`src/rtl/imm_pkg.sv`:
```
// Shared definitions for the immediate generator: immediate type codes,
// RV base opcodes and the funct3 codes that mark shift-immediates.
package imm_pkg;

   typedef enum logic [2:0] {
      IMM_NONE = 3'd0,
      IMM_I    = 3'd1,
      IMM_S    = 3'd2,
      IMM_B    = 3'd3,
      IMM_U    = 3'd4,
      IMM_J    = 3'd5,
      IMM_SH   = 3'd6,
      IMM_Z    = 3'd7
   } imm_type_e;

   localparam logic [6:0] LOAD      = 7'b0000011;
   localparam logic [6:0] OP_IMM    = 7'b0010011;
   localparam logic [6:0] OP_IMM_32 = 7'b0011011;
   localparam logic [6:0] STORE     = 7'b0100011;
   localparam logic [6:0] BRANCH    = 7'b1100011;
   localparam logic [6:0] JAL       = 7'b1101111;
   localparam logic [6:0] JALR      = 7'b1100111;
   localparam logic [6:0] LUI       = 7'b0110111;
   localparam logic [6:0] AUIPC     = 7'b0010111;
   localparam logic [6:0] SYSTEM    = 7'b1110011;

   localparam logic [2:0] F3_SLL = 3'b001;
   localparam logic [2:0] F3_SR  = 3'b101;

endpackage

```
`src/rtl/imm_decode.sv`:
```
// Combinational immediate decoder. Produces the XLEN-wide immediate, its
// type code and the malformed-shift flag for one instruction word.
// Optional feature: define IMM_GEN_CSR_EN to decode SYSTEM-opcode immediates.
module imm_decode
   import imm_pkg::*;
#(
   parameter int XLEN = 32
) (
   input  logic [31:0]     instr,
   output logic [XLEN-1:0] imm,
   output logic [2:0]      imm_type,
   output logic            illegal
);

   if (XLEN != 32 && XLEN != 64) begin : g_bad_xlen
      $error("imm_decode: XLEN must be 32 or 64");
   end

   logic [6:0]  opcode;
   logic [2:0]  funct3;
   logic [31:0] imm32;
   logic        zext;
   imm_type_e   ty;

   assign opcode = instr[6:0];
   assign funct3 = instr[14:12];

   // Build a 32-bit immediate and note whether it is zero- or sign-extended.
   always_comb begin
      imm32   = '0;
      ty      = IMM_NONE;
      illegal = 1'b0;
      zext    = 1'b0;
      case (opcode)
         LOAD, JALR: begin
            ty    = IMM_I;
            imm32 = {{20{instr[31]}}, instr[31:20]};
         end
         OP_IMM: begin
            if (funct3 == F3_SLL || funct3 == F3_SR) begin
               ty   = IMM_SH;
               zext = 1'b1;
               if (XLEN == 64) begin
                  imm32 = {26'b0, instr[25:20]};
               end else begin
                  // RV32 shamt is 5 bits; bit 25 set is a malformed encoding.
                  imm32   = {27'b0, instr[24:20]};
                  illegal = instr[25];
               end
            end else begin
               ty    = IMM_I;
               imm32 = {{20{instr[31]}}, instr[31:20]};
            end
         end
         OP_IMM_32: begin
            if (XLEN == 64) begin
               ty    = IMM_SH;
               zext  = 1'b1;
               imm32 = {27'b0, instr[24:20]};
            end
         end
         STORE: begin
            ty    = IMM_S;
            imm32 = {{20{instr[31]}}, instr[31:25], instr[11:7]};
         end
         BRANCH: begin
            ty    = IMM_B;
            imm32 = {{19{instr[31]}}, instr[31], instr[7], instr[30:25], instr[11:8], 1'b0};
         end
         JAL: begin
            ty    = IMM_J;
            imm32 = {{11{instr[31]}}, instr[31], instr[19:12], instr[20], instr[30:21], 1'b0};
         end
         LUI, AUIPC: begin
            ty    = IMM_U;
            imm32 = {instr[31:12], 12'b0};
         end
`ifdef IMM_GEN_CSR_EN
         SYSTEM: begin
            if (funct3[2]) begin
               ty    = IMM_Z;
               zext  = 1'b1;
               imm32 = {27'b0, instr[19:15]};
            end else if (funct3 != 3'b000) begin
               ty    = IMM_I;
               imm32 = {{20{instr[31]}}, instr[31:20]};
            end
         end
`endif
         default: begin
            ty = IMM_NONE;
         end
      endcase
   end

   assign imm      = zext ? XLEN'(imm32) : XLEN'($signed(imm32));
   assign imm_type = ty;

endmodule

```
`src/rtl/imm_gen_stage.sv`:
```
// Registered immediate generator stage: decodes on the input side and holds
// results in a two-entry skid buffer (main drives the outputs, skid catches
// the one extra beat accepted while main is stalled).
// Handshake: a beat moves on any rising edge where valid and ready are both
// high; valid holds its data stable until that edge; ready never depends
// combinationally on valid.
// Optional feature: define IMM_GEN_CSR_EN to decode SYSTEM-opcode immediates.
module imm_gen_stage
   import imm_pkg::*;
#(
   parameter int XLEN       = 32,
   parameter int INST_WIDTH = 32,
   parameter int TAG_WIDTH  = 5
) (
   input  logic                  clk,
   input  logic                  rst,
   input  logic                  in_valid,
   output logic                  in_ready,
   input  logic [INST_WIDTH-1:0] in_instr,
   input  logic [TAG_WIDTH-1:0]  in_tag,
   input  logic                  flush,
   output logic                  out_valid,
   input  logic                  out_ready,
   output logic [XLEN-1:0]       out_imm,
   output logic [2:0]            out_type,
   output logic                  out_illegal,
   output logic [TAG_WIDTH-1:0]  out_tag
);

   logic [XLEN-1:0]      dec_imm;
   logic [2:0]           dec_type;
   logic                 dec_illegal;

   logic                 main_valid;
   logic [XLEN-1:0]      main_imm;
   logic [2:0]           main_type;
   logic                 main_illegal;
   logic [TAG_WIDTH-1:0] main_tag;

   logic                 skid_valid;
   logic [XLEN-1:0]      skid_imm;
   logic [2:0]           skid_type;
   logic                 skid_illegal;
   logic [TAG_WIDTH-1:0] skid_tag;

   logic                 in_xfer;
   logic                 main_free;

   imm_decode #(.XLEN(XLEN)) u_decode (
      .instr    (in_instr[31:0]),
      .imm      (dec_imm),
      .imm_type (dec_type),
      .illegal  (dec_illegal)
   );

   assign in_ready  = ~skid_valid;
   assign in_xfer   = in_valid & in_ready;
   // Main can take a new entry when it is empty or handing its entry off now.
   assign main_free = ~main_valid | out_ready;

   // Skid buffer update; flush drops everything, including this cycle's input.
   always_ff @(posedge clk or posedge rst) begin
      if (rst) begin
         main_valid   <= 1'b0;
         main_imm     <= '0;
         main_type    <= '0;
         main_illegal <= 1'b0;
         main_tag     <= '0;
         skid_valid   <= 1'b0;
         skid_imm     <= '0;
         skid_type    <= '0;
         skid_illegal <= 1'b0;
         skid_tag     <= '0;
      end else if (flush) begin
         main_valid <= 1'b0;
         skid_valid <= 1'b0;
      end else if (main_free) begin
         if (skid_valid) begin
            // Input is blocked whenever skid is full, so only skid moves here.
            main_valid   <= 1'b1;
            main_imm     <= skid_imm;
            main_type    <= skid_type;
            main_illegal <= skid_illegal;
            main_tag     <= skid_tag;
            skid_valid   <= 1'b0;
         end else if (in_xfer) begin
            main_valid   <= 1'b1;
            main_imm     <= dec_imm;
            main_type    <= dec_type;
            main_illegal <= dec_illegal;
            main_tag     <= in_tag;
         end else begin
            main_valid <= 1'b0;
         end
      end else if (in_xfer) begin
         skid_valid   <= 1'b1;
         skid_imm     <= dec_imm;
         skid_type    <= dec_type;
         skid_illegal <= dec_illegal;
         skid_tag     <= in_tag;
      end
   end

   assign out_valid   = main_valid;
   assign out_imm     = main_imm;
   assign out_type    = main_type;
   assign out_illegal = main_illegal;
   assign out_tag     = main_tag;

endmodule

```
`config.mk`:
```
export PLATFORM = sky130hd
export DESIGN_NAME = imm_gen_stage
export DESIGN_NICKNAME = d
export VERILOG_FILES = /design/src/rtl/imm_pkg.sv /design/src/rtl/imm_decode.sv /design/src/rtl/imm_gen_stage.sv
export SDC_FILE = /design/constraint.sdc
export NUM_CORES = 1
export LEC_CHECK = 0
export ABC_AREA = 1
export CAP_MARGIN = 10
export CORE_MARGIN = 2
export CORE_UTILIZATION = 54
export DETAILED_ROUTE_END_ITERATION = 8
export PLACE_DENSITY = 0.86
export RECOVER_POWER = 25
export SLEW_MARGIN = 5
export SYNTH_ARGS = -nofsm -noshare
export SYNTH_HDL_FRONTEND = slang
export SYNTH_HIERARCHICAL = 1
export SYNTH_SLANG_ARGS = --single-unit
```
`constraint.sdc`:
```
create_clock -name clk -period 3.2 [get_ports clk]
set_clock_uncertainty 0.1 [all_clocks]
set_input_delay 0.32 -clock clk [delete_from_list [all_inputs] [get_ports clk]]
set_output_delay 0.32 -clock clk [all_outputs]
set_load 0.005 [all_outputs]
```
### After elaboration in Yosys (flattened, before gate mapping)

Cells that the tools add are included.

* $mul: 0
* muxes and demuxes: 21
* $lt $le $gt $ge: 0
* bitwise logic cells: 6
* shifts and indexed selects: 0
* equal/unequal tests: 10
* div/mod/pow operators: 0
* reductions and logical operators: 8
* $add $sub $neg: 0

Operators by type and width (count)
* $pmux 32 s6: 1
* $mux 32: 3
* $eq 7x7->1 const B: 3
* $pmux 3 s6: 1
* $eq 7x5->1 const B: 2
* $eq 7x6->1 const B: 2
* $mux 1: 11
* $mux 5: 2
* $mux 3: 3
* $eq 7x2->1 const B: 1
* $reduce_and 3->1: 2
* $not 1->1: 4
* $reduce_bool 2->1: 2
* $reduce_or 2->1: 2
* $eq 3x1->1 const B: 1
* $eq 3x3->1 const B: 1
* $reduce_bool 3->1: 1
* $and 1x1->1: 1
* $logic_or 1x1->1: 1
* $or 1x1->1: 1

* bits in registers: 84
* bits in read-only memories: 0
* memories: 0
* input bits: 42
* bits in latches: 0
* logic and storage cells: 55
* memory bits (writable): 0
* output and inout bits: 43

### Depth between registers and ports, before layout

* depth in word-level cells: 6
* depth in mapped cells: 13
* depth with buffers taken out: 11

### Cells and area by module

Netlist, hierarchy kept.

Modules (own cells, without submodules)
* imm_gen_stage: sequential area each 2102.0 um^2, area each 3882.5 um^2, times used 1, cells an instance 503
* imm_decode: sequential area each 0.0 um^2, area each 1059.8 um^2, times used 1, cells an instance 229

### Worst setup path before layout

Ideal clock, no wire load.

* kind: input port to flip-flop
* from: in in_instr[3]
* to: reg main_illegal, in the netlist out_illegal
* stages on the path: 11
* library setup time: 0.065 ns
* buffers on the path: 0
* data required time: 3.035 ns
* path slack: 1.735 ns
* arrival: 1.300 ns
* path through: inv_1 -> nand2_1 -> nor2_8 -> nand2_2 -> inv_1 -> nand3_1 -> nor2_1 -> nand2_1 -> nand2_1 -> nand3_1 -> nand2_1

* word-level cells in the longest chain between the ends: 4

Ends and longest elaborated chain
* start, declared: line imm_gen_stage.sv:19 `input logic [INST_WIDTH-1:0] in_instr,`
* $eq 7x5->1: line imm_decode.sv:34 `case (opcode)`
* $mux 1: line imm_decode.sv:34
* via dec_illegal: line imm_gen_stage.sv:32 `logic dec_illegal;`
* $mux 1: line imm_gen_stage.sv:86 `end else if (in_xfer) begin`
* $mux 1: line imm_gen_stage.sv:78 `if (skid_valid) begin`
* end signal, assigned: line imm_gen_stage.sv:83 `main_illegal <= skid_illegal;`
* end signal, assigned: line imm_gen_stage.sv:90 `main_illegal <= dec_illegal;`
* end, declared: line imm_gen_stage.sv:37 `logic main_illegal;`

The timed path passes the listed nets, and every way through them passes these cells. The select of a mux whose other input is x is not followed.
A chain may end at the register's enable or synchronous reset.

### Worst setup path in the final report

* from: in out_ready
* to: reg main_imm[27], in the netlist out_imm[27]

* word-level cells in the longest chain between the ends: 2

Ends and longest elaborated chain
* start, declared: line imm_gen_stage.sv:23 `input logic out_ready,`
* $or 1x1->1: line imm_gen_stage.sv:59 `assign main_free = ~main_valid | out_ready;`
* $reduce_and 3->1 (no line)
* end signal, assigned: line imm_gen_stage.sv:81 `main_imm <= skid_imm;`
* end signal, assigned: line imm_gen_stage.sv:88 `main_imm <= dec_imm;`
* end, declared: line imm_gen_stage.sv:35 `logic [XLEN-1:0] main_imm;`

No other way between the ends.

==> results.json <==
{
  "status": "complete, but fails checks",
  "violations": "capacitance limit, slew limit",
  "synth_top_area_share_pct": 42.5,
  "ys_async_sr_fraction_pct": 100,
  "grt_pass1_vias": 4700,
  "synthCells": 732,
  "cpMostUsedCell": "nand2_1",
  "cp_slowest_cell": "nand3_2",
  "core_region_area_mm2": 0.00881,
  "ys_types": 23,
  "drc": 0,
  "io_buffers": 84,
  "fin_nets": 833,
  "yosysMostFrequentCell": "nand2_1",
  "crit_type": "input pin to flop",
  "max_stage_delay_ps": 810,
  "post-cts-setup-buffers": 0,
  "die_w_um": 99.7,
  "clk_latency_ps": 360,
  "path_cells": "dlygate4sd3_1 > inv_1 > nand2_1 > nand3_2 > nand2_1 > nand2_1",
  "fin_crit_sh_pct": 72.9,
  "setup_viol": 0,
  "wl_met2_um": 6420,
  "io_pins": 85,
  "highest_layer": "met4",
  "maxCapViolCount": 1,
  "synthesis.nets": 774,
  "worstMarginPinSlew_ps": 1550,
  "hp-class": "flop to flop",
  "synth_edf_count": 0,
  "track_usage_pct": 27.8,
  "maxSlewHeadroom_pct": -3.71,
  "rsz0062_at_grt": "no",
  "placedInstanceArea_mm2": 0.00570,
  "vias": 4920,
  "diodes": 0,
  "cts_max_path_buffers": 2,
  "place_congestion": 0.997,
  "postCtsHoldBufs": 0,
  "synth_common_cells": "354 x nand2_1, 124 x nand3_1, 84 x dfrtp_1, 55 x nor2_1, 30 x buf_2",
  "leakage_uw": 0.00342,
  "fin_crit_ps": 2330,
  "grt_pass1_wl_um": 22400,
  "syn_area_per_cell_um2": 6.75,
  "firstDrtPassIters": 5,
  "worst_ep_arrival_time_ps": 2480,
  "fmax_mhz": 429,
  "cp_top_family": "simple AND/OR/NAND/NOR gates",
  "yosys.area.top_type": "dfrtp_1",
  "ys.flop_type": "dfrtp_1",
  "antenna_found_initial": 0,
  "dieArea_mm2": 0.00993,
  "grt_overflow_total": 0,
  "drtAntennaViolNets": 0,
  "wl_met1_um": 5770,
  "rows": 34,
  "drt-total-wl_um": 13300,
  "final_max_slew_viol_count": 36,
  "die_h_um": 99.7,
  "path_clk_slew_ps": 90,
  "hold_viol_final": 0,
  "worstPathRequired_ps": 3340,
  "cts_tree": "done",
  "fill_cells": 791,
  "cts-root-buf": "clkbuf_8",
  "drt-initial-drc-count": 350,
  "numCtsBuffers": 9,
  "start_util_pct": 56.1,
  "power.density_mw_per_mm2": 405,
  "path_buf_inv": 2,
  "startpoint_type": "input pin",
  "netlist_area_mm2": 0.00494,
  "finalInstanceArea_mm2": 0.00594,
  "cp-end-kind": "flop",
  "cts_sinks": 84,
  "grt_max_degree": 42,
  "cp_max_fo": 41,
  "hpwl_um": 9090,
  "wl_met3_um": 924,
  "layout-drive-gt1-share_pct": 6.41,
  "syn2layout_area_growth_pct": 20.2,
  "yosysSeqAreaShare_pct": 42.5,
  "ctsResizeCount": 0,
  "wl_per_cell_um": 14.7,
  "ys_seq_elements": 84,
  "finalSetupTns_ps": 0,
  "ys_top_cells_by_area": "dfrtp_1 43%, nand2_1 27%, nand3_1 13%",
  "h-tree-depth": 3,
  "ys_warn_count": 6,
  "peakVddDrop_mv": 0.243,
  "vias_per_cell": 5.44
}
==> worst register-to-register path, delay by kind of cell (launching register included) <==
family	cells	cell delay, ps
simple gates	4	1590
flops	1	410
==> stage by stage <==
step	utilization, %	setup WS, ps	hold slack, ps	std cells	total power, uW
floorplan	-	615	283	732	1330
global placement	64.7	709	353	888	1490
detailed placement	64.7	614	358	888	1500
CTS	67.5	990	249	904	2420
global route	67.5	651	395	904	2500
finish	67.5	867	378	904	2410
==> routing by layer <==
metal,up-vias,GRT usage [%]
met4,0,8.75
met1,2274,38.6
met3,19,4.22
met5,-,0
li1,2402,-
met2,225,45.3
==> logic make-up after synthesis <==
kind of cell,count (synthesis),share of synthesized area [%]
AO/OA/AOI/OAI,16,1.62
flip-flops,84,42.5
AND/OR/NAND/NOR,557,47.9
buffers and inverters,75,7.97
==> cell type report <==
type / instances / area (um2) / share of cell area [%]
multi-input cells: 573 / 2440 / 41.1
flip-flops and latches: 84 / 2100 / 35.4
repair buffers: 92 / 898 / 15.1
well taps: 108 / 135 / 2.27
clock buffers: 9 / 124 / 2.08
clock inverters: 7 / 121 / 2.04
inverters: 31 / 118 / 1.98
==> cell usage in the layout, fill, tap and decap left out, types with 2 or more instances in the layout <==
cell type and count:
clkdlybuf4s50_1 82, dlygate4sd3_1 2, buf_4 7, bufinv_16 3, nor2_8 2, dfrtp_1 84
nand3_1 124, nor2_4 2, inv_2 5, nand2_1 355, inv_6 2, o21ai_0 4
a21oi_1 7, clkbuf_8 9, inv_1 25, o21ai_1 5, nand2_2 7, nor2_2 6
nand3_2 2, nor2_1 55
==> where the power goes <==
group	internal [uW]	switching [uW]
Sequential	1120	31.3
Clock	524	410
Combinational	137	190
Total	1780	631
==> flip-flops by register name, summed over array words and instances, names as in the netlist <==
signal,count
skid_imm,32
skid_type,3
out_imm,32
skid_illegal,1
out_tag,5
out_valid,1
skid_valid,1
out_type,3
skid_tag,5
out_illegal,1
==> worst paths after layout <==
kind	cells after the start	slack, ps	end	startpoint
worst max-delay path	6	870	out_imm[27]$_DFFE_PP0P_	out_ready
worst min-delay path	2	380	skid_imm[3]$_DFFE_PP0P_	skid_imm[3]$_DFFE_PP0P_
worst max register to register	4	990	out_imm[27]$_DFFE_PP0P_	out_valid$_DFFE_PP0P_
worst min register to register	2	380	skid_imm[3]$_DFFE_PP0P_	skid_imm[3]$_DFFE_PP0P_
max in group asynchronous	3	1090	out_imm[9]$_DFFE_PP0P_	rst
min in group asynchronous	2	670	skid_imm[21]$_DFFE_PP0P_	rst
Power figures use the tool's default switching activity.
